### src/rtl/battleship_pkg.sv
`default_nettype none
// ============================================================================
// Module   : battleship_pkg
// Brief    : Shared button indices, default timing constants and the
//            press-pulse arbitration helper for the battleship input stage.
// Revision : 1.0 - initial release
// ============================================================================
package battleship_pkg;

    // Button channel indices (also the bit positions in btn_level)
    localparam int NUM_BTNS   = 7;
    localparam int BTN_UP     = 0;
    localparam int BTN_DOWN   = 1;
    localparam int BTN_LEFT   = 2;
    localparam int BTN_RIGHT  = 3;
    localparam int BTN_SELECT = 4;
    localparam int BTN_START  = 5;
    localparam int BTN_RESET  = 6;

    // Default timing at 100 MHz
    localparam int DEFAULT_DEBOUNCE_CYCLES = 1_000_000;
    localparam int DEFAULT_REPEAT_DELAY    = 50_000_000;
    localparam int DEFAULT_REPEAT_RATE     = 15_000_000;

    typedef logic [NUM_BTNS-1:0] btn_vec_t;

    // Restart pulse wins over everything; directions are one-hot by
    // priority up > down > left > right; select/start pass alongside.
    function automatic btn_vec_t arbitrate(input btn_vec_t p);
        btn_vec_t g;
        g = '0;
        if (p[BTN_RESET]) begin
            g[BTN_RESET] = 1'b1;
        end else begin
            g[BTN_SELECT] = p[BTN_SELECT];
            g[BTN_START]  = p[BTN_START];
            if (p[BTN_UP])
                g[BTN_UP] = 1'b1;
            else if (p[BTN_DOWN])
                g[BTN_DOWN] = 1'b1;
            else if (p[BTN_LEFT])
                g[BTN_LEFT] = 1'b1;
            else if (p[BTN_RIGHT])
                g[BTN_RIGHT] = 1'b1;
        end
        return g;
    endfunction

endpackage : battleship_pkg
`default_nettype wire

### src/rtl/btn_debounce.sv
`default_nettype none
// ============================================================================
// Module   : btn_debounce
// Brief    : One button channel: 2-flop synchroniser, hold-time debounce
//            counter, debounced level and a one-cycle rising-edge pulse.
// Revision : 1.0 - initial release
// ============================================================================
module btn_debounce
    import battleship_pkg::*;
#(
    parameter int DEBOUNCE_CYCLES = DEFAULT_DEBOUNCE_CYCLES
) (
    input  logic clk,
    input  logic rst,
    input  logic i_raw,
    output logic o_level,
    output logic o_pulse
);

    localparam int                 c_CNT_W = $clog2(DEBOUNCE_CYCLES + 1);
    localparam logic [c_CNT_W-1:0] c_LIMIT = c_CNT_W'(DEBOUNCE_CYCLES);
    localparam logic [c_CNT_W-1:0] c_ONE   = c_CNT_W'(1);

    logic               r_sync1;
    logic               r_sync2;
    logic               r_stable;
    logic               r_pulse;
    logic [c_CNT_W-1:0] r_cnt;

    logic               w_differ;
    logic               w_flip;
    logic               w_stable_next;
    logic [c_CNT_W-1:0] w_cnt_next;

    // Debounce decision: a new level is accepted only after it has held
    // for the full count; any agreement with the current level restarts it.
    always_comb begin
        w_differ      = (r_sync2 != r_stable);
        w_flip        = w_differ && (r_cnt == c_LIMIT);
        w_stable_next = w_flip ? ~r_stable : r_stable;
        w_cnt_next    = (!w_differ || w_flip) ? '0 : (r_cnt + c_ONE);
    end

    // Synchroniser, counter, stable level and rise pulse. Stable resets to
    // "pressed" so a button held through reset cannot produce a pulse.
    always_ff @(posedge clk or posedge rst) begin
        if (rst) begin
            r_sync1  <= 1'b0;
            r_sync2  <= 1'b0;
            r_stable <= 1'b1;
            r_pulse  <= 1'b0;
            r_cnt    <= '0;
        end else begin
            r_sync1  <= i_raw;
            r_sync2  <= r_sync1;
            r_stable <= w_stable_next;
            r_pulse  <= w_stable_next & ~r_stable;
            r_cnt    <= w_cnt_next;
        end
    end

    assign o_level = r_stable;
    assign o_pulse = r_pulse;

endmodule : btn_debounce
`default_nettype wire

### src/rtl/battleship_btn_conditioner.sv
`default_nettype none
// ============================================================================
// Module   : battleship_btn_conditioner
// Brief    : Synchronises and debounces the seven board buttons, turns each
//            press into a single-cycle pulse and arbitrates the pulses so
//            restart masks everything and directions are mutually exclusive.
//            Optional direction auto-repeat is built when BTN_REPEAT_EN is
//            defined.
// Revision : 1.0 - initial release
// ============================================================================
module battleship_btn_conditioner
    import battleship_pkg::*;
#(
    parameter int DEBOUNCE_CYCLES = DEFAULT_DEBOUNCE_CYCLES,
    parameter int REPEAT_DELAY    = DEFAULT_REPEAT_DELAY,
    parameter int REPEAT_RATE     = DEFAULT_REPEAT_RATE
) (
    input  logic                clk,
    input  logic                reset,
    input  logic                raw_up,
    input  logic                raw_down,
    input  logic                raw_left,
    input  logic                raw_right,
    input  logic                raw_select,
    input  logic                raw_start,
    input  logic                raw_reset,
    output logic                btn_up,
    output logic                btn_down,
    output logic                btn_left,
    output logic                btn_right,
    output logic                btn_select,
    output logic                start_btn,
    output logic                reset_btn,
    output logic [NUM_BTNS-1:0] btn_level
);

    btn_vec_t w_raw;
    btn_vec_t w_level;
    btn_vec_t w_pulse;
    btn_vec_t w_src;
    btn_vec_t w_grant;

    assign w_raw[BTN_UP]     = raw_up;
    assign w_raw[BTN_DOWN]   = raw_down;
    assign w_raw[BTN_LEFT]   = raw_left;
    assign w_raw[BTN_RIGHT]  = raw_right;
    assign w_raw[BTN_SELECT] = raw_select;
    assign w_raw[BTN_START]  = raw_start;
    assign w_raw[BTN_RESET]  = raw_reset;

    for (genvar i = 0; i < NUM_BTNS; i++) begin : g_chan
        btn_debounce #(
            .DEBOUNCE_CYCLES (DEBOUNCE_CYCLES)
        ) u_debounce (
            .clk     (clk),
            .rst     (reset),
            .i_raw   (w_raw[i]),
            .o_level (w_level[i]),
            .o_pulse (w_pulse[i])
        );
    end

`ifdef BTN_REPEAT_EN
    localparam int c_RPT_MAX = (REPEAT_DELAY > REPEAT_RATE) ? REPEAT_DELAY : REPEAT_RATE;
    localparam int c_RPT_W   = $clog2(c_RPT_MAX + 1);
    localparam logic [c_RPT_W-1:0] c_DELAY = c_RPT_W'(REPEAT_DELAY);
    localparam logic [c_RPT_W-1:0] c_RATE  = c_RPT_W'(REPEAT_RATE);
    localparam logic [c_RPT_W-1:0] c_ONE   = c_RPT_W'(1);

    logic [3:0] w_rpt;

    // Direction channels occupy indices BTN_UP..BTN_RIGHT (0..3)
    for (genvar d = 0; d < 4; d++) begin : g_rpt
        logic [c_RPT_W-1:0] r_cnt;
        logic               r_run;
        logic               r_phase;
        logic               w_hit;

        // r_cnt counts cycles since the last press/repeat pulse; the
        // first target is the initial delay, afterwards the repeat rate.
        assign w_hit    = w_level[d] & r_run & (r_cnt == (r_phase ? c_RATE : c_DELAY));
        assign w_rpt[d] = w_hit;

        // Repeat timer: armed by the press pulse, cleared on release.
        always_ff @(posedge clk or posedge reset) begin
            if (reset) begin
                r_cnt   <= '0;
                r_run   <= 1'b0;
                r_phase <= 1'b0;
            end else if (!w_level[d]) begin
                r_cnt   <= '0;
                r_run   <= 1'b0;
                r_phase <= 1'b0;
            end else if (w_pulse[d]) begin
                r_cnt   <= c_ONE;
                r_run   <= 1'b1;
                r_phase <= 1'b0;
            end else if (r_run) begin
                if (w_hit) begin
                    r_cnt   <= c_ONE;
                    r_phase <= 1'b1;
                end else begin
                    r_cnt <= r_cnt + c_ONE;
                end
            end
        end
    end

    assign w_src = w_pulse | btn_vec_t'(w_rpt);
`else
    assign w_src = w_pulse;

    // Without auto-repeat the REPEAT_* values have no effect; they are
    // only referenced so both builds expose the same parameter list.
    if (REPEAT_DELAY < 0 || REPEAT_RATE < 0) begin : g_rpt_unused
    end
`endif

    assign w_grant = arbitrate(w_src);

    assign btn_up     = w_grant[BTN_UP];
    assign btn_down   = w_grant[BTN_DOWN];
    assign btn_left   = w_grant[BTN_LEFT];
    assign btn_right  = w_grant[BTN_RIGHT];
    assign btn_select = w_grant[BTN_SELECT];
    assign start_btn  = w_grant[BTN_START];
    assign reset_btn  = w_grant[BTN_RESET];
    assign btn_level  = w_level;

endmodule : battleship_btn_conditioner
`default_nettype wire

### config.mk
export PLATFORM = sky130hd
export DESIGN_NAME = battleship_btn_conditioner
export DESIGN_NICKNAME = d
export VERILOG_FILES = /design/src/rtl/battleship_pkg.sv /design/src/rtl/btn_debounce.sv /design/src/rtl/battleship_btn_conditioner.sv
export SDC_FILE = /design/constraint.sdc
export NUM_CORES = 1
export LEC_CHECK = 0
export BUFFER_PORTS_ARGS = -buffer_cell sky130_fd_sc_hd__buf_2
export CORE_AREA = 4 4 123 137
export DETAILED_ROUTE_END_ITERATION = 8
export DIE_AREA = 0 0 127 141
export GPL_TIMING_DRIVEN = 0
export PLACE_DENSITY = 0.83
export SETUP_SLACK_MARGIN = 0.15
export SLEW_MARGIN = 5
export SYNTH_ARGS = -nofsm -noshare
export SYNTH_HDL_FRONTEND = slang
export SYNTH_SLANG_ARGS = --single-unit
### constraint.sdc
create_clock -name clk -period 9.55 [get_ports clk]
set_input_delay 1.91 -clock clk [delete_from_list [all_inputs] [get_ports clk]]
set_output_delay 1.91 -clock clk [all_outputs]
set_load 0.01 [all_outputs]
## After elaboration in Yosys (flattened, before gate mapping)

Index checks and enable logic that the tools add are counted.

| storage, ports and cells | value |
|---|---|
| register bits after elaboration | 168 |
| output and inout port bits | 14 |
| logic and storage cells | 114 |

| cells by class | value |
|---|---|
| add/subtract/negate cells | 7 |
| equal/unequal tests | 14 |
| mux-type cells | 23 |
| bitwise operators | 14 |
| reduce and logical (&&, ||, !) cells | 21 |

Operators with widths:

| cell | count |
|---|---|
| 20-bit by 1-bit adder with 20-bit output (second input constant) | 7 |
| 20-bit equality test (second input constant) | 7 |
| 20-bit 2-to-1 mux | 7 |
| 1-bit 2-to-1 mux | 13 |
| 1-bit AND | 7 |
| 1-bit logical AND | 7 |
| 1-bit zero test | 7 |
| 1-bit logical OR | 7 |
| 1-bit != test | 7 |
| 1-bit inverter | 7 |
| 6-bit 2-to-1 mux | 1 |
| 3-bit 2-to-1 mux | 1 |
| 2-bit 2-to-1 mux | 1 |

## Longest topological paths before layout

| depth | value |
|---|---|
| depth in word-level cells | 5 |
| mapped depth | 7 |

## Cells and area by module

Synthesis repeated with hierarchy kept, for this count alone.

| unflattened totals | value |
|---|---|
| cells, all modules | 840 |
| area, all modules | 8,370.5 µm² |

Modules (own cells, without submodules):

| module | instances | cells an instance | area an instance (µm²) |
|---|---|---|---|
| btn_debounce | 7 | 119 | 1,186.1 |
| battleship_btn_conditioner | 1 | 7 | 67.6 |

## Worst setup path before layout

Ideal clock, no wire load.

| path | value |
|---|---|
| kind | register to output |
| from | register g_chan[6].u_debounce.r_pulse |
| to | output port btn_left |
| arrival | 958 ps |
| required time | 7,640 ps |
| path slack | 6,682 ps |
| cell stages (with the launch flop) | 2 |
| buffers on the path | 0 |
| cell sequence | dfrtp_1 nor4b_1 |

| between the ends | value |
|---|---|
| word-level cells in the longest chain between the ends | 1 |

Ends and longest elaborated chain:

| element | line | text |
|---|---|---|
| start, declared | btn_debounce.sv:27 | `logic r_pulse;` |
| start signal, assigned | btn_debounce.sv:57 | `r_pulse <= w_stable_next & ~r_stable;` |
| 6-bit 2-to-1 mux | battleship_pkg.sv:32 | `if (p[BTN_RESET]) begin` |
| end, declared | battleship_btn_conditioner.sv:29 | `output logic btn_left,` |

Every way passes these cells.

## Final worst setup path

Ends and elaborated chain as after synthesis.

==> flow_summary.yaml <==
outcome:
  status: "finished, final reports clean"
worst_setup_path:
  path_buf_inv: 1
  crit_path_start_kind: "flip-flop"
  setup.worst_path.end_class: "primary output"
  cpPeakStageDelay_ps: 490
  path_max_fanout: 7
  crit_chain: "nor4b_1 > buf_2"
  critical-path-top-delay-family: "flip-flops"
  path_class: "flip-flop to primary output"
  crit_path_top_delay_cell: "dfrtp_1"
  required_ps: 7640
  cp_data_arrival_time_ps: 1450
routing:
  ant_nets: 0
  drt-initial-drc-count: 498
  wire_per_inst_um: 14.61
  top_layer_used: "met4"
  drcViolationCount: 0
  wl_met3_um: 643
  num_vias: 6379
  routed_via_density: 5.810
  route.met2.wl_um: 7989
  drt-pass1-iter-count: 5
  m1WireLength_um: 7069
  drt-total-wl_um: 16040
yosys:
  netlist_instances: 843
  yosysMostFrequentCell: "dfrtp_1"
  synth_seq_cells: 168
  synth_top_area_share: 0.4826
  synth_common_cells: "dfrtp_1, nor2_1, xnor2_1"
  netlist_area_um2: 8348
  syn_area_per_cell_um2: 9.903
  async_flop_share: 1.000
  synth_enable_flop_cells: 0
  ys_top_cells_by_area: "dfrtp_1, xnor2_1, nor2_1"
  synth_warnings: 0
  yosys.cell_types.count: 50
  yosysTopAreaCell: "dfrtp_1"
  synth_nets: 866
  ys.flop_type: "dfrtp_1"
  seq_area_frac_synth: 0.5046
min_path:
  hp-class: "flip-flop to flip-flop"
timing:
  hold_viol_final: 0
  layout_setup_ws_ps: 6192
  tightestPinTransition_ps: 743.3
  skew_ps: 9.624
  fmax_mhz: 297.8
  setup_viol_count_final: 0
  final_max_slew_viol_count: 0
  finalCritPeriodShare: 0.3517
  grt_setup_unrepaired: "false"
  slew-limit-headroom: 0.5015
  fin_crit_ps: 3358
  setup_tns_ps: 0
finish:
  n_antenna_cell: 0
  layout.nets: 908
  drive_above_1_share: 0.1169
  area_growth_pct: 12.41
  fin_area_um2: 9384
clock_tree:
  clk_pin_slew_worst_paths_ps: 60
  cts_setup_buffers: 0
  cts_tree: "done"
  cts_buffer_depth: 2
  h-tree-depth: 4
  ctsHoldBuffers: 0
  cts-root-buf: "clkbuf_16"
  clk_latency_ps: 430
  post_cts_resized: 0
  cts_sinks: 168
  cts_made_buffers: 17
grt:
  grt_usage: 0.1897
  grt_pass1_wl_um: 28110
  grt_max_degree: 91
  overflow: 0
  antenna_found_initial: 0
  grt_pass1_vias: 6124
power:
  clkPwrFrac: 0.486
  power_switching_share: 0.2037
  p_int_mw: 1.215
  combPwrFrac: 0.034
  p_per_area_nw_per_um2: 162.6
  switchingPower_mw: 0.3107
  p_leak_nw: 3.819
  vdd_drop_max_v: 0.0001368
  seq_power_share: 0.480
placed_design:
  gp_congestion: 0.8470
  place_ws_ps: 6637
  portBuffers: 22
  dp_hpwl_um: 10630
  placed_area_um2: 8743
die:
  die_y_um: 141
  core_area_um2: 15490
  initial_core_util: 0.5388
  num_rows: 48
  die_w_um: 127
  dieArea_um2: 17910
  ioPinCount: 23
flow_run:
  maxCapViolCount: 0
cells by family (layout without fill, tap and decap cells):
| group | after synthesis | in the layout | synth area share |
|---|---|---|---|
| simple gates | 414 | 414 | 0.2722 |
| flops | 168 | 168 | 0.5046 |
| xor+xnor | 99 | 99 | 0.1039 |
| compound gates | 75 | 75 | 0.05366 |
| buf+inv | 66 | 121 | 0.03522 |
| fa+ha+maj | 14 | 14 | 0.02098 |
| mux | 7 | 7 | 0.009443 |
cells in the final DEF, fill, tap and decap left out, types with 31 or more instances in the layout:
cell     instances
dfrtp_1        161
nor2_1         124
xnor2_1         64
nand3_1         49
nand4_1         44
nand2_1         39
inv_1           36
xor2_1          35
a21oi_1         34
buf_2           31
worst paths after layout:
path,endpoint,slack [ps],cells past startpoint,start
max,btn_left,6190,2,g_chan[6].u_debounce.o_pulse$_DFF_PP0_
min,g_chan[5].u_debounce.r_sync2$_DFF_PP0_,350,0,g_chan[5].u_debounce.r_sync1$_DFF_PP0_
min in group asynchronous,g_chan[4].u_debounce.r_cnt[5]$_DFF_PP0_,1540,2,reset
max in group asynchronous,g_chan[2].u_debounce.o_level$_DFF_PP1_,7180,3,reset
max reg2reg,g_chan[3].u_debounce.r_cnt[14]$_DFF_PP0_,7250,7,g_chan[3].u_debounce.r_cnt[0]$_DFF_PP0_
min reg2reg,g_chan[5].u_debounce.r_sync2$_DFF_PP0_,350,0,g_chan[5].u_debounce.r_sync1$_DFF_PP0_
final cells by class:
class                   count  area (um^2)
inverters                  37        146.4
clock inverters             9        172.7
plain buffers              29        155.1
well taps                 200        250.2
flip-flops and latches    168         4213
repair buffers             23        137.6
multi-input cells         609         3841
fillers                  1261         6111
clock buffers              23        467.9
power groups by stage:
stage	Sequential (mW)	Combinational, mW	Clock (mW)
floorplan	0.743	0.0378	0
global placement	0.745	0.0496	0
detailed placement	0.746	0.0529	0
CTS	0.733	0.0531	0.755
global route	0.735	0.0602	0.786
finish	0.733	0.0512	0.741
per-stage QoR:
step	total power, mW	util	cells	hold WS, ps
6_report	1.526	0.6056	1098	346.3
4_1_cts	1.541	0.6056	1098	348.0
5_1_grt	1.581	0.6056	1098	348.8
2_1_floorplan	0.7807	-	843	331.2
3_3_place_gp	0.7950	0.5620	1065	332.1
3_5_place_dp	0.7986	0.5643	1066	334.7
registers in the layout (all words and copies together), names as in the netlist:
| name | count |
|---|---|
| g_chan.u_debounce.r_sync1 | 7 |
| g_chan.u_debounce.r_sync2 | 7 |
| g_chan.u_debounce.o_pulse | 7 |
| g_chan.u_debounce.r_cnt | 140 |
| g_chan.u_debounce.o_level | 7 |
layer usage:
layer / vias to the layer above / track usage
li1: 3084 / -
met4: 0 / 0.08413
met1: 3119 / 0.2463
met5: - / 0
met3: 30 / 0.03979
met2: 146 / 0.3080
Power figures use the tool's default switching activity.
